[config.mk]
export PLATFORM = sky130hd
export DESIGN_NAME = led_blink_driver
export DESIGN_NICKNAME = d
export VERILOG_FILES = /design/src/rtl/led_drv_pkg.sv /design/src/rtl/tick_prescaler.sv /design/src/rtl/led_blink_driver.sv
export SDC_FILE = /design/constraint.sdc
export NUM_CORES = 1
export LEC_CHECK = 0
export ABC_AREA = 1
export BUFFER_PORTS_ARGS = -buffer_cell sky130_fd_sc_hd__buf_4
export CAP_MARGIN = 20
export CORE_UTILIZATION = 60
export DETAILED_ROUTE_END_ITERATION = 7
export MAX_ROUTING_LAYER = met4
export PLACE_DENSITY_LB_ADDON = 0.1
export SLEW_MARGIN = 20
export SYNTH_ARGS = -nofsm -noshare
export SYNTH_HDL_FRONTEND = slang
export SYNTH_SLANG_ARGS = --single-unit
[constraint.sdc]
create_clock -name i_Clk -period 3.1 [get_ports i_Clk]
set_input_delay 0.775 -clock i_Clk [delete_from_list [all_inputs] [get_ports i_Clk]]
set_output_delay 0.775 -clock i_Clk [all_outputs]
set_load 0.005 [all_outputs]
[src/rtl/led_drv_pkg.sv]
// Shared types for the LED blink driver.
//   led_mode_e  : 2-bit command mode encoding (OFF, ON, BLINK_N, BLINK_FOREVER)
//   led_state_e : driver FSM states (idle, blink on-phase, blink off-phase)
package led_drv_pkg;

  typedef enum logic [1:0] {
    LED_OFF           = 2'b00,
    LED_ON            = 2'b01,
    LED_BLINK_N       = 2'b10,
    LED_BLINK_FOREVER = 2'b11
  } led_mode_e;

  typedef enum logic [1:0] {
    S_IDLE   = 2'b00,
    S_PH_ON  = 2'b01,
    S_PH_OFF = 2'b10
  } led_state_e;

endpackage

[src/rtl/tick_prescaler.sv]
// Tick prescaler: divides the board clock into a periodic one-cycle tick.
//   i_Clk   : board clock
//   i_Rst_n : synchronous reset, active-low
//   i_Clear : restart the count; the first tick follows CLKS_PER_TICK cycles later
//   o_Tick  : one-cycle pulse, every CLKS_PER_TICK cycles after the last clear
module tick_prescaler #(
  parameter int unsigned CLKS_PER_TICK = 250000
) (
  input  logic i_Clk,
  input  logic i_Rst_n,
  input  logic i_Clear,
  output logic o_Tick
);

  localparam int unsigned CntW = (CLKS_PER_TICK > 1) ? $clog2(CLKS_PER_TICK) : 1;
  localparam logic [CntW-1:0] CntLast = CntW'(CLKS_PER_TICK - 1);

  logic [CntW-1:0] cnt_q, cnt_d;
  logic            at_last;

  assign at_last = (cnt_q == CntLast);

  always_comb begin
    cnt_d = cnt_q + 1'b1;
    if (i_Clear || at_last) begin
      cnt_d = '0;
    end
  end

  always_ff @(posedge i_Clk) begin
    if (!i_Rst_n) begin
      cnt_q <= '0;
    end else begin
      cnt_q <= cnt_d;
    end
  end

  // The edge that consumes this tick is exactly CLKS_PER_TICK cycles after the clear edge.
  assign o_Tick = at_last;

endmodule

[src/rtl/led_blink_driver.sv]
// LED blink driver: accepts OFF / ON / BLINK_N / BLINK_FOREVER commands over valid/ready
// and drives one active-high LED pin with timed on/off phases.
//   i_Clk, i_Rst_n : board clock, synchronous active-low reset
//   i_Cmd_Valid    : command present
//   o_Cmd_Ready    : command can be accepted (idle, or running BLINK_FOREVER)
//   i_Cmd_Mode     : led_mode_e encoding
//   i_Cmd_Count    : blink count, BLINK_N only
//   o_LED_1        : registered LED drive
//   o_Busy         : high while a blink sequence runs
//   o_Done         : one-cycle pulse when a BLINK_N sequence ends
module led_blink_driver
  import led_drv_pkg::*;
#(
  parameter int unsigned CLKS_PER_TICK = 250000,
  parameter int unsigned TICKS_ON      = 25,
  parameter int unsigned TICKS_OFF     = 25,
  parameter int unsigned CNT_W         = 8
) (
  input  logic             i_Clk,
  input  logic             i_Rst_n,
  input  logic             i_Cmd_Valid,
  output logic             o_Cmd_Ready,
  input  logic [1:0]       i_Cmd_Mode,
  input  logic [CNT_W-1:0] i_Cmd_Count,
  output logic             o_LED_1,
  output logic             o_Busy,
  output logic             o_Done
);

  localparam int unsigned TicksMax = (TICKS_ON > TICKS_OFF) ? TICKS_ON : TICKS_OFF;
  localparam int unsigned PhW      = $clog2(TicksMax + 1);
  localparam logic [PhW-1:0] PhOnLast  = PhW'(TICKS_ON - 1);
  localparam logic [PhW-1:0] PhOffLast = PhW'(TICKS_OFF - 1);

  led_state_e       state_q;
  logic [PhW-1:0]   phase_q;
  logic [CNT_W-1:0] rem_q;
  logic             forever_q;
  logic             led_q, ready_q, busy_q, done_q;
  logic             accept, tick;

  assign accept = i_Cmd_Valid && ready_q;

  // Restarting the prescaler on accept aligns the first phase to the accepting edge.
  tick_prescaler #(
    .CLKS_PER_TICK(CLKS_PER_TICK)
  ) u_prescaler (
    .i_Clk  (i_Clk),
    .i_Rst_n(i_Rst_n),
    .i_Clear(accept),
    .o_Tick (tick)
  );

  always_ff @(posedge i_Clk) begin
    if (!i_Rst_n) begin
      state_q   <= S_IDLE;
      phase_q   <= '0;
      rem_q     <= '0;
      forever_q <= 1'b0;
      led_q     <= 1'b0;
      ready_q   <= 1'b1;
      busy_q    <= 1'b0;
      done_q    <= 1'b0;
    end else begin
      done_q <= 1'b0;
      if (accept) begin
        // A new command takes effect on this edge, including pre-empting BLINK_FOREVER.
        phase_q <= '0;
        unique case (i_Cmd_Mode)
          LED_OFF, LED_ON: begin
            state_q   <= S_IDLE;
            led_q     <= (i_Cmd_Mode == LED_ON);
            busy_q    <= 1'b0;
            ready_q   <= 1'b1;
            forever_q <= 1'b0;
          end
          LED_BLINK_N: begin
            forever_q <= 1'b0;
            if (i_Cmd_Count == '0) begin
              state_q <= S_IDLE;
              led_q   <= 1'b0;
              busy_q  <= 1'b0;
              ready_q <= 1'b1;
              done_q  <= 1'b1;
            end else begin
              state_q <= S_PH_ON;
              led_q   <= 1'b1;
              busy_q  <= 1'b1;
              ready_q <= 1'b0;
              rem_q   <= i_Cmd_Count;
            end
          end
          LED_BLINK_FOREVER: begin
            state_q   <= S_PH_ON;
            led_q     <= 1'b1;
            busy_q    <= 1'b1;
            ready_q   <= 1'b1;
            forever_q <= 1'b1;
          end
          default: ;
        endcase
      end else if (tick) begin
        unique case (state_q)
          S_PH_ON: begin
            if (phase_q == PhOnLast) begin
              phase_q <= '0;
              state_q <= S_PH_OFF;
              led_q   <= 1'b0;
            end else begin
              phase_q <= phase_q + 1'b1;
            end
          end
          S_PH_OFF: begin
            if (phase_q == PhOffLast) begin
              phase_q <= '0;
              if (forever_q || rem_q != CNT_W'(1)) begin
                state_q <= S_PH_ON;
                led_q   <= 1'b1;
                if (!forever_q) begin
                  rem_q <= rem_q - 1'b1;
                end
              end else begin
                state_q <= S_IDLE;
                rem_q   <= '0;
                busy_q  <= 1'b0;
                ready_q <= 1'b1;
                done_q  <= 1'b1;
              end
            end else begin
              phase_q <= phase_q + 1'b1;
            end
          end
          default: ;
        endcase
      end
    end
  end

  assign o_Cmd_Ready = ready_q;
  assign o_LED_1     = led_q;
  assign o_Busy      = busy_q;
  assign o_Done      = done_q;

endmodule

Yosys cells after proc, flatten, opt, wreduce, memory -nomap -nowiden
Cells that the tools add are included.

$add $sub $neg: 3. Eq/ne operators: 15. Muxes and demuxes: 45. Bitwise operators: 1. Reductions and logical operators: 20.

Operators by type and width (count): 2-to-1 mux 8 bit (8); 2-to-1 mux 1 bit (25); adder 18 x 1 -> 18 bit, second input constant (1); == test 18 bit, second input constant (1); inequality test 3 x 2 -> 1 bit, second input constant (4); zero test 8 bit (1); 2-to-1 mux 2 bit (4); inequality test 8 x 1 -> 1 bit, second input constant (1); AND reduction 4 bit (2); OR reduction 2 bit (4); subtractor 8 x 1 -> 8 bit, second input constant (1); == test 2 bit, second input constant (3); case mux 1 bit (2 select lines) (3); case mux 1 bit (3 select lines) (2); case mux 2 bit (3 select lines) (1); AND reduction 6 bit (1); nonzero test 2 bit (3); OR reduction 3 bit (2); adder 5 x 1 -> 5 bit, second input constant (1); == test 5 bit, second input constant (1); 2-to-1 mux 5 bit (1); AND reduction 5 bit (1); == test 2 x 1 -> 1 bit, second input constant (2); inequality test 2 bit, second input constant (2); 8 further kinds (9).

Bits in registers: 38. Input port bits: 13. Output and inout bits: 4. Word-level logic and storage cells: 93.

Logic depth before layout (Yosys ltp)
Gate-level depths: netlist (run 1).

Depth in word-level cells: 7. Mapped depth: 11. Mapped depth without buffers: 11.

By module
Synthesis (run 1) repeated with hierarchy kept, for this count alone.

Cell total of the unflattened synthesis: 359. Area total of the unflattened synthesis: 2349.8 µm².

By module, submodules not included: led_blink_driver (instances 1, cells an instance 215, area each 1348.8 µm², seq. area each 400.4 µm²); tick_prescaler (instances 1, cells an instance 144, area each 1001.0 µm², seq. area each 360.3 µm²).

Worst setup path after synthesis (run 1)
OpenSTA, ideal clock, no wires.

Path type: input port to flip-flop. Start point: input i_Cmd_Valid. End point: register rem_q[2]. Setup time: 64 ps. Arrival time: 1583 ps. Required time: 3036 ps. Setup slack: 1454 ps. Stages: 9. Buffers on the path: 0. Cells stage by stage: nand2_4 inv_2 nor2_2 nand2_1 nand2_1 nand2_1 nor2_2 nor2_1 nor2_1.

Longest elaborated chain between the ends: 3. Elaborated cells on any way between the ends: 9. Classes of those cells: eq/ne (3); mux (1); reduce/logical (5).

RTL lines: from (decl) (line led_blink_driver.sv:21) `input logic i_Cmd_Valid,`; logical AND 1 bit * (line led_blink_driver.sv:42) `assign accept = i_Cmd_Valid && ready_q;`; inequality test 3 x 2 -> 1 bit (no source line), or another cell as far along; AND reduction 6 bit (no source line); to (signal assigned) (line led_blink_driver.sv:90) `rem_q <= i_Cmd_Count;`; to (signal assigned) (line led_blink_driver.sv:120) `rem_q <= rem_q - 1'b1;`; to (decl) (line led_blink_driver.sv:37) `logic [CNT_W-1:0] rem_q;`.

Mark *: on every way between the ends. The rest lies on a longest branch, timed or not. A chain may end at the register's enable or synchronous reset.

Worst setup path after layout (run 1)
Start point: input i_Cmd_Valid. End point: register u_prescaler.cnt_q[14].

Longest elaborated chain between the ends: 3.

RTL lines: logical AND 1 bit (line led_blink_driver.sv:42); logical OR 1 bit (line tick_prescaler.sv:25) `if (i_Clear || at_last) begin`; OR reduction 2 bit (no source line); to (signal assigned) (line tick_prescaler.sv:34) `cnt_q <= cnt_d;`; to (decl) (line tick_prescaler.sv:18) `logic [CntW-1:0] cnt_q, cnt_d;`.

Every way passes these cells.

==> out/metrics.cfg, run 1 <==
[pwr]
leakage_nw = 1.11
p_per_area_nw_per_um2 = 382
peakVddDrop_v = 0.000308
total_power_mw = 0.965

[sta]
hold_violations = 0
slew_viol_final = 0
max_slew_margin_pct = 82.8
fmax_ghz = 0.590
timing.final.crit_share_pct = 54.7
rsz0062_at_grt = no
setup_viol_count_final = 0
skew_ps = 4.54
setup_tns_ps = 0
worst_pin_slew_ps = 256
layout_min_cycle_time_ps = 1690
hold_slack_ps = 461

[detailed_routing]
wl_per_cell_um = 11.1
firstDrtPassIters = 4
avgViaCountPerCell = 5.25
ant_nets = 0
vias = 2220
route.detailed.drc = 0
drtIter0Drc = 233
wl_um = 4710

[floorplan]
die_x_um = 63.7
io_pins = 17
die_h_um = 63.7
start_util_pct = 62.3
die-area_um2 = 4050
core_um2 = 3660
row_count = 22

[cts]
max-clock-path-buffers = 2
clkTransAtPathRegs_ps = 80
post_cts_buffers = 0
tritoncts = yes
clk_latency_ps = 290
cts_buffers = 5
root_buffer = clkbuf_8
h-tree-depth = 2
cts_resized = 0
hold_buffers = 0
cts.sinks = 38

[synthesis]
syn_nets = 374
syn_area_per_cell_um2 = 6.45
synth_ff_type = dfxtp_1
synth_edf_count = 0
yosysWarnings = 0
yosysSeqAreaShare_pct = 33.3
synthArstFlopShare_pct = 0
syn_area_um2 = 2280
synth_cell_types = 29
synthCells = 354
synth-seq-cells = 38

[hold_path]
worstHoldEndpoint = u_prescaler.cnt_q[0]$_SDFF_PP0_
hold_start = u_prescaler.cnt_q[0]$_SDFF_PP0_
min_path_type = flip-flop to flip-flop
hold_depth = 1

[critical_path]
worst_ep_arrival_time_ps = 1900
cp.required_ps = 3310
crit_path_end_kind = flip-flop
path_class = input port to flip-flop
r2r-start = u_prescaler.cnt_q[0]$_SDFF_PP0_
r2r_cells = 10
crit_fanout = 14
startpoint_type = input port
r2r-end = rem_q[7]$_SDFFE_PN0P_
r2r_slack_ps = 1500

[place]
port_buffers = 16
dpl_cell_area_um2 = 2440
dpl.hpwl_um = 3660
gp_congestion = 0.903
dp_cells = 415

[status]
status = finished, final reports clean

[finish]
synthToLayoutAreaGrowth_pct = 10.6
num_antenna_cells = 0
nets = 394
final_area_um2 = 2520
final_cell_mix = nand2_1, nor2_1, inv_1
drive_gt1_share_pct = 13.3
mostFrequentLayoutCell = nand2_1
finalNonFillerCells = 423

[global_routing]
grt_pass1_wl_um = 8450
antenna_found_initial = 0
grt.total_usage_pct = 26.9
grt_max_degree = 15
grt_overflow = 0
grt_pass1_vias = 2011

[job]
maxCapViolations = 0

## synth_stat cells, drive strengths merged (2+ instances only)
library cell,n,area (µm²)
a21oi,21,105
buf,3,23.8
dfxtp,38,761
ha,7,87.6
inv,55,206
nand2,90,365
nand3,35,188
nand4,7,43.8
nor2,61,269
nor3,8,50.1
nor3b,2,15.0
o21a,2,15.0
o21ai,15,75.1
or2,2,12.5
xor2,5,43.8
## critical path, stage by stage
cell and delay, ps:
buf_4 120, nand2_4 120, inv_2 130, nor2_1 110, inv_1 120, nor2_4 190
inv_2 140, nor3b_1 190
## flip-flops by register name (all words and copies together), names as in the netlist
signal,cells
o_Busy,1
o_Cmd_Ready,1
state_q,2
phase_q,5
forever_q,1
o_LED_1,1
o_Done,1
rem_q,8
u_prescaler.cnt_q,18
## metrics by stage
| stage | setup slack, ps | util (%) |
|---|---|---|
| floorplan | 1450 | - |
| global placement | 1160 | 66.6 |
| detailed placement | 1090 | 66.6 |
| CTS | 1390 | 69.0 |
| global route | 1230 | 69.0 |
| finish | 1410 | 69.0 |
## cell families after synthesis
group | share of synthesized area (%)
simple gates | 41.6
buf+inv | 10.1
compound gates | 8.83
flops | 33.3
fa+ha+maj | 3.84
xor+xnor | 2.30
## report_power, final
group	total, mW	switching, mW	leakage, nW	internal, mW
Combinational	0.128	0.0795	0.755	0.0481
Clock	0.333	0.174	0.0452	0.159
Sequential	0.504	0.00620	0.308	0.498
## per-layer routing
metal | GRT usage, % | part of all wire, %
met5 | - | 0
met4 | 7.10 | 1.2
met3 | 6.34 | 4.6
met2 | 40.2 | 44
met1 | 36.2 | 50
## worst max path at each step
stage | startpoint | depth (start not counted) | slack, ps | end
after CTS | i_Cmd_Valid | 8 | 1390 | u_prescaler.cnt_q[14]$_SDFF_PP0_
final | i_Cmd_Valid | 8 | 1410 | u_prescaler.cnt_q[14]$_SDFF_PP0_
after global routing | i_Cmd_Valid | 10 | 1230 | rem_q[1]$_SDFFE_PN0P_
after detailed placement | i_Cmd_Valid | 8 | 1090 | u_prescaler.cnt_q[14]$_SDFF_PP0_
after global placement | i_Cmd_Valid | 8 | 1160 | u_prescaler.cnt_q[14]$_SDFF_PP0_
after floorplan | i_Cmd_Valid | 9 | 1450 | rem_q[2]$_SDFFE_PN0P_
## final cells by class
cell class                      count  area (µm²)
Clock buffer                        6        72.6
Clock inverter                      2        13.8
Fill cell                         354        1140
Inverter                           55         206
Multi-Input combinational cell    258        1290
Sequential cell                    38         761
Tap cell                           48        60.1
Timing Repair Buffer               16         120
(Power assumes the default switching activity.)
==> run 2: changes to the inputs <==
--- a/config.mk
+++ b/config.mk
@@ -5,10 +5,10 @@
 export SDC_FILE = /design/constraint.sdc
 export NUM_CORES = 1
 export LEC_CHECK = 0
-export ABC_AREA = 1
+export ABC_AREA = 0
 export BUFFER_PORTS_ARGS = -buffer_cell sky130_fd_sc_hd__buf_4
 export CAP_MARGIN = 20
-export CORE_UTILIZATION = 60
+export CORE_UTILIZATION = 59
 export DETAILED_ROUTE_END_ITERATION = 7
 export MAX_ROUTING_LAYER = met4
 export PLACE_DENSITY_LB_ADDON = 0.1
==> constraint.sdc (replaced) <==
create_clock -name i_Clk -period 1.6 [get_ports i_Clk]
set_input_delay 0.4 -clock i_Clk [delete_from_list [all_inputs] [get_ports i_Clk]]
set_output_delay 0.4 -clock i_Clk [all_outputs]
set_load 0.005 [all_outputs]
==> run 2 against run 1 <==
The flow now finishes with violations (setup timing); synthesized cell count is 30% lower; design area is 23% higher; register-to-register slack worse by 1800 ps; highest routed layer unchanged; utilization is 23 points higher; critical path depth is 1 lower; sequential power is 94% higher; cell count is 10% lower.
==> out/metrics.cfg, run 2 <==
[floorplan]
io_pins = 17  ; unchanged
die-area_um2 = 3840  ; -5.4%
die_h_um = 61.9  ; -2.7%
start_util_pct = 62.5  ; +0.19 points
row_count = 21  ; -4.5%
die_x_um = 61.9  ; -2.7%
core_um2 = 3390  ; -7.4%

[critical_path]
r2r_slack_ps = -320  ; -1820 ps
crit_path_end_kind = flip-flop
startpoint_type = flip-flop
max_stage_delay_ps = 500  ; +310 ps
path_class = flip-flop to flip-flop
crit_start = o_Cmd_Ready$_SDFFE_PN1P_
path_common_cell = buf_4
cp_num_buf_inv = 2  ; -2
cp_slowest_cell = nor3b_1
crit_fanout = 4  ; -10
path_delay_family = simple AND/OR/NAND/NOR gates
crit_chain = nand2_1 > nor3b_1 > o2bb2ai_4 > buf_4 > buf_4 > nand4_1 > o21ai_0
worst_ep_arrival_time_ps = 2170  ; +270 ps
r2r-start = o_Cmd_Ready$_SDFFE_PN1P_
cp.required_ps = 1850  ; -1460 ps

[synthesis]
syn_area_um2 = 2120  ; -7.1%
synth_common_cells = dfxtp_1, nand2_1, nor2_1
synth_top_area_share_pct = 35.9  ; +2.6 points
synth_top_cell_by_area = dfxtp_1
synth_ff_type = dfxtp_1
syn_nets = 268  ; -28%
post-synth-top-count-cell = dfxtp_1
syn_area_per_cell_um2 = 8.55  ; +33%
yosysWarnings = 0  ; unchanged
yosysSeqAreaShare_pct = 35.9  ; +2.6 points
synth_edf_count = 0  ; unchanged
synthCells = 248  ; -30%
synth_cell_types = 53  ; +83%
synthArstFlopShare_pct = 0  ; unchanged
synth_area_leaders = dfxtp_1, nand2_1, nor2_1
synth-seq-cells = 38  ; unchanged

[detailed_routing]
route.detailed.drc = 0  ; unchanged
avgViaCountPerCell = 6.75  ; +29%
drtIter0Drc = 422  ; +81%
firstDrtPassIters = 5  ; +1
ant_nets = 0  ; unchanged
wl_um = 8540  ; +81%
vias = 2566  ; +16%
wl_per_cell_um = 22.5  ; +100%

[finish]
num_antenna_cells = 0  ; unchanged
drive_gt1_share_pct = 44.0  ; +31 points
nets = 355  ; -9.9%
mostFrequentLayoutCell = buf_4
reg_top3 = u_prescaler.cnt_q: 18 flops, rem_q: 8 flops, phase_q: 5 flops
final_cell_mix = buf_4, nor2_1, nand2_1
largest-register = u_prescaler.cnt_q
synthToLayoutAreaGrowth_pct = 46.5
largest_register_ffs = 18  ; unchanged
finalNonFillerCells = 380  ; -10%

[sta]
layout_min_cycle_time_ps = 1920
timing.final.crit_share_pct = 120
hold_slack_ps = 380  ; -80.9 ps
worst_pin_slew_ps = 560  ; +304 ps
setup_viol_count_final = 35  ; +35
skew_ps = 6.47  ; +1.93 ps
fmax_ghz = 0.522
rsz0062_at_grt = yes
slew_viol_final = 0  ; unchanged
max_slew_margin_pct = 62.6  ; -20 points
fin_ws_ps = -316  ; -1720 ps
hold_violations = 0  ; unchanged

[job]
maxCapViolations = 0  ; unchanged

[hold_path]
hold_start = i_Cmd_Count[7]
min_path_type = input port to flip-flop

[cts]
cts.sinks = 38  ; unchanged
tritoncts = yes
h-tree-depth = 2  ; unchanged
cts_buffers = 5  ; unchanged
clk_latency_ps = 360  ; +70 ps
root_buffer = clkbuf_4
hold_buffers = 0  ; unchanged
clkTransAtPathRegs_ps = 110  ; +30 ps
max-clock-path-buffers = 2  ; unchanged

[global_routing]
grt_pass1_wl_um = 9750  ; +15%
antenna_found_initial = 0  ; unchanged
grt_pass1_vias = 2204  ; +9.6%
grt_max_degree = 24  ; +9
grt.total_usage_pct = 36.5  ; +9.6 points
grt_overflow = 0  ; unchanged

[pwr]
peakVddDrop_v = 0.000650  ; +110%
leakage_nw = 1.25  ; +13%
p_per_area_nw_per_um2 = 581  ; +52%

[place]
gp_congestion = 0.791  ; -12%
port_buffers = 16  ; unchanged
dp_cells = 361  ; -13%
dpl.hpwl_um = 4030  ; +10%

[status]
status = complete, but fails checks
violations = setup timing

-- run 2: per-stage QoR --
stage / power [mW] / area, µm² / setup WS, ps / util (%) / TNS, ps
after detailed placement: 1.25 / 2750 / -216 / 81.1 / -1810
after global placement: 1.25 / 2750 / -146 / 81.1 / -850
after CTS: 1.75 / 2960 / -180 / 87.3 / -1580
after floorplan: 1.13 / 2150 / -119 / - / -723
final: 1.81 / 3110 / -316 / 91.6 / -4420
after global routing: 1.86 / 3110 / -334 / 91.6 / -6560
-- run 2: worst register-to-register path, delay by kind of cell (launching register included) --
kind,cells,cell delay [ps]
and+or+nand+nor,3,770
DFF,1,430
buffers and inverters,2,240
AOI/OAI and AO/OA,2,350
-- run 2: worst paths after layout --
path	end	depth (start not counted)
hold / removal	rem_q[7]$_SDFFE_PN0P_	3
setup reg to reg	rem_q[3]$_SDFFE_PN0P_	7
setup / recovery	rem_q[3]$_SDFFE_PN0P_	7
hold reg to reg	u_prescaler.cnt_q[0]$_SDFF_PP0_	2
-- run 2: per-layer routing --
layer  share of wire [%]  global-route usage [%]  up-vias
li1                    -                       -     1063
met1                  35                    39.7     1174
met2                  46                    60.7      242
met3                  11                    7.87       87
met4                 8.3                    22.5        0
met5                   0                       -        -
-- run 2: power breakdown --
group | switching [mW] | total (mW) | internal, mW
clock network | 0.321 | 0.519 | 0.198
logic | 0.162 | 0.308 | 0.146
registers | 0.0169 | 0.979 | 0.962
total | 0.499 | 1.81 | 1.31
-- run 2: cell type report --
cell class                 instances  area [µm²]
inverter                           9        33.8
multi-input combinational        192        1480
timing repair buffer              89         711
tap                               46        57.6
fill                             129         284
clock buffer                       6        51.3
sequential                        38         777
-- run 2: logic make-up after synthesis --
| kind of cell | Yosys count | synth area share (%) |
|---|---|---|
| AOI/OAI and AO/OA | 37 | 13.5 |
| xor gates and xnor gates | 21 | 8.68 |
| adders and majority gates | 7 | 4.13 |
| buffers and inverters | 18 | 3.48 |
| DFF | 38 | 35.9 |
| muxes | 5 | 2.36 |
| and+or+nand+nor | 122 | 31.9 |
-- run 2: repair_timing --
item,4_1_cts,5_1_grt
endpoints found under the setup margin,19,35
buffers inserted,7,8
resized for setup,26,24
pin swaps,15,10
==> run 3: changes to the inputs <==
--- a/config.mk
+++ b/config.mk
@@ -8,11 +8,12 @@
 export ABC_AREA = 0
 export BUFFER_PORTS_ARGS = -buffer_cell sky130_fd_sc_hd__buf_4
 export CAP_MARGIN = 20
+export CORE_MARGIN = 3
 export CORE_UTILIZATION = 59
 export DETAILED_ROUTE_END_ITERATION = 7
-export MAX_ROUTING_LAYER = met4
 export PLACE_DENSITY_LB_ADDON = 0.1
 export SLEW_MARGIN = 20
 export SYNTH_ARGS = -nofsm -noshare
 export SYNTH_HDL_FRONTEND = slang
 export SYNTH_SLANG_ARGS = --single-unit
+export TNS_END_PERCENT = 30
==> run 3 against run 2 <==
The flow still finishes with violations (setup timing); global-route usage shrank 5.8 points; clock power up 4%; cell count is 0.26% lower; utilization shrank 2.5 points; sequential cell count unchanged; count of clock-buffer cells in the layout unchanged; clock skew increased by 16 ps; maximum frequency is 5.4% higher; critical path type unchanged; largest cell class unchanged; highest routed layer unchanged.
==> out/metrics.cfg, run 3 (synthesis gave the netlist of run 2 again) <==
[cts]
cts.sinks = 38  ; unchanged
h-tree-depth = 2  ; unchanged
tritoncts = yes
cts_buffers = 5  ; unchanged
max-clock-path-buffers = 2  ; unchanged
clkTransAtPathRegs_ps = 130  ; +20 ps
hold_buffers = 0  ; unchanged
root_buffer = clkbuf_4
clk_latency_ps = 380  ; +20 ps

[critical_path]
cp_slowest_cell = or4b_4
r2r_cells = 9  ; +2
r2r-start = rem_q[1]$_SDFFE_PN0P_
r2r-end = rem_q[2]$_SDFFE_PN0P_
crit_path_end_kind = flip-flop
startpoint_type = flip-flop
path_delay_family = simple AND/OR/NAND/NOR gates
crit_chain = inv_2 > ha_4 > or4b_4 > nor2_4 > buf_4 > buf_4 > o31ai_1 > nand4_1 > o21ai_1
r2r_slack_ps = -220  ; +100 ps
cp_num_buf_inv = 3  ; +1
worst_ep_arrival_time_ps = 2070  ; -100 ps
crit_fanout = 3  ; -1
path_common_cell = buf_4
max_stage_delay_ps = 480  ; -20 ps
cp.required_ps = 1850  ; about the same
path_class = flip-flop to flip-flop

[finish]
drive_gt1_share_pct = 41.4  ; -2.6 points
largest_register_ffs = 18  ; unchanged
synthToLayoutAreaGrowth_pct = 42.6
final_area_um2 = 3020  ; -2.7%
mostFrequentLayoutCell = buf_4
num_antenna_cells = 0  ; unchanged
largest-register = u_prescaler.cnt_q
final_cell_mix = buf_4, nand2_1, nor2_1, dfxtp_1
final_util_pct = 89.1  ; -2.5 points
reg_top3 = u_prescaler.cnt_q: 18 flops, rem_q: 8 flops, phase_q: 5 flops
nets = 354  ; -0.28%

[floorplan]
row_count = 21  ; unchanged
die_x_um = 65.9  ; +6.5%
start_util_pct = 62.5  ; unchanged
io_pins = 17  ; unchanged
die_h_um = 65.9  ; +6.5%
core_um2 = 3390  ; unchanged
die-area_um2 = 4350  ; +13%

[sta]
worst_pin_slew_ps = 379  ; -181 ps
rsz0062_at_grt = yes
max_slew_margin_pct = 74.3  ; +12 points
layout_min_cycle_time_ps = 1820  ; -98.2 ps
hold_slack_ps = 372  ; -8.13 ps
fin_ws_ps = -218  ; +98.2 ps
slew_viol_final = 0  ; unchanged
fmax_ghz = 0.550  ; +5.4%
timing.final.crit_share_pct = 114  ; -6.1 points
setup_viol_count_final = 18  ; -49%
hold_violations = 0  ; unchanged
skew_ps = 22.6  ; +16.1 ps

[detailed_routing]
wl_per_cell_um = 18.6  ; -17%
firstDrtPassIters = 4  ; -1
drtIter0Drc = 246  ; -42%
wl_um = 7030  ; -18%
ant_nets = 0  ; unchanged
avgViaCountPerCell = 6.17  ; -8.6%
route.detailed.drc = 0  ; unchanged
vias = 2338  ; -8.9%

[hold_path]
hold_start = i_Cmd_Count[7]
worstHoldEndpoint = rem_q[7]$_SDFFE_PN0P_
min_path_type = input port to flip-flop
hold_depth = 3  ; unchanged

[global_routing]
grt.total_usage_pct = 30.8  ; -5.8 points
grt_overflow = 0  ; unchanged
grt_pass1_vias = 2178  ; -1.2%
antenna_found_initial = 0  ; unchanged
grt_max_degree = 24  ; unchanged
grt_pass1_wl_um = 10200  ; +4.5%

[place]
dpl.hpwl_um = 4240  ; +5.1%
gp_congestion = 0.865  ; +9.3%
dpl_cell_area_um2 = 2780  ; +1.1%
port_buffers = 16  ; unchanged
dp_slack_ps = -215  ; +0.131 ps

[pwr]
total_power_mw = 1.84  ; +2.1%
leakage_nw = 1.23  ; -1.8%
peakVddDrop_v = 0.000560  ; -14%
p_per_area_nw_per_um2 = 610  ; +4.9%

[status]
violations = setup timing
status = complete, but fails checks

[job]
maxCapViolations = 0  ; unchanged

==> run 3: cell count changes in the layout (fill, tap and decap cells not counted), sizes merged <==
cell,before,now
buf,89,88
==> run 3: where the power goes <==
group	total [mW]	internal (mW)	switching (mW)
logic	0.329	0.160	0.168
clock network	0.538	0.198	0.340
registers	0.976	0.963	0.0131
==> run 3: timing repair <==
item	CTS	global route
pin swaps	12	10
cloned	0	0
setup buffers	5	2
gates resized for setup	22	16
setup endpoints to repair	34	35
==> run 3: worst min-delay path: cells and delay by family <==
family                 cells  cell delay, ps
multiplexers               1             140
AO/OA/AOI/OAI              1              90
buffers and inverters      1              90
==> run 3: metal layers <==
layer  share of wire [%]  GRT usage [%]  vias up
met5                   0              0        -
met4                 5.1           12.7        0
met3                 7.3           4.42       41
met2                  50           53.3      119
met1                  38           37.9     1114
li1                    -              -     1064
==> run 3: layout make-up <==
class / instances / area (µm²)
sequential: 38 / 773
fill: 164 / 368
timing repair buffer: 88 / 684
inverter: 9 / 33.8
tap: 46 / 57.6
multi-input combinational: 192 / 1420
clock buffer: 6 / 51.3
==> run 3: metrics by stage <==
stage / TNS, ps / instances
detailed placement: -2560 / 366
global route: -3830 / 379
global placement: -1620 / 366
floorplan: -786 / 248
finish: -2070 / 379
CTS: -1090 / 377
==> run 3: worst max-delay path by stage <==
stage,startpoint,to,cells past startpoint,slack [ps]
final,rem_q[1]$_SDFFE_PN0P_,rem_q[2]$_SDFFE_PN0P_,9,-220
after global routing,rem_q[1]$_SDFFE_PN0P_,rem_q[6]$_SDFFE_PN0P_,10,-370
after CTS,rem_q[1]$_SDFFE_PN0P_,state_q[0]$_SDFFE_PN0P_,7,-120
after detailed placement,rem_q[0]$_SDFFE_PN0P_,rem_q[3]$_SDFFE_PN0P_,7,-220
after global placement,rem_q[0]$_SDFFE_PN0P_,rem_q[3]$_SDFFE_PN0P_,7,-160
after floorplan,rem_q[1]$_SDFFE_PN0P_,state_q[0]$_SDFFE_PN0P_,7,-120
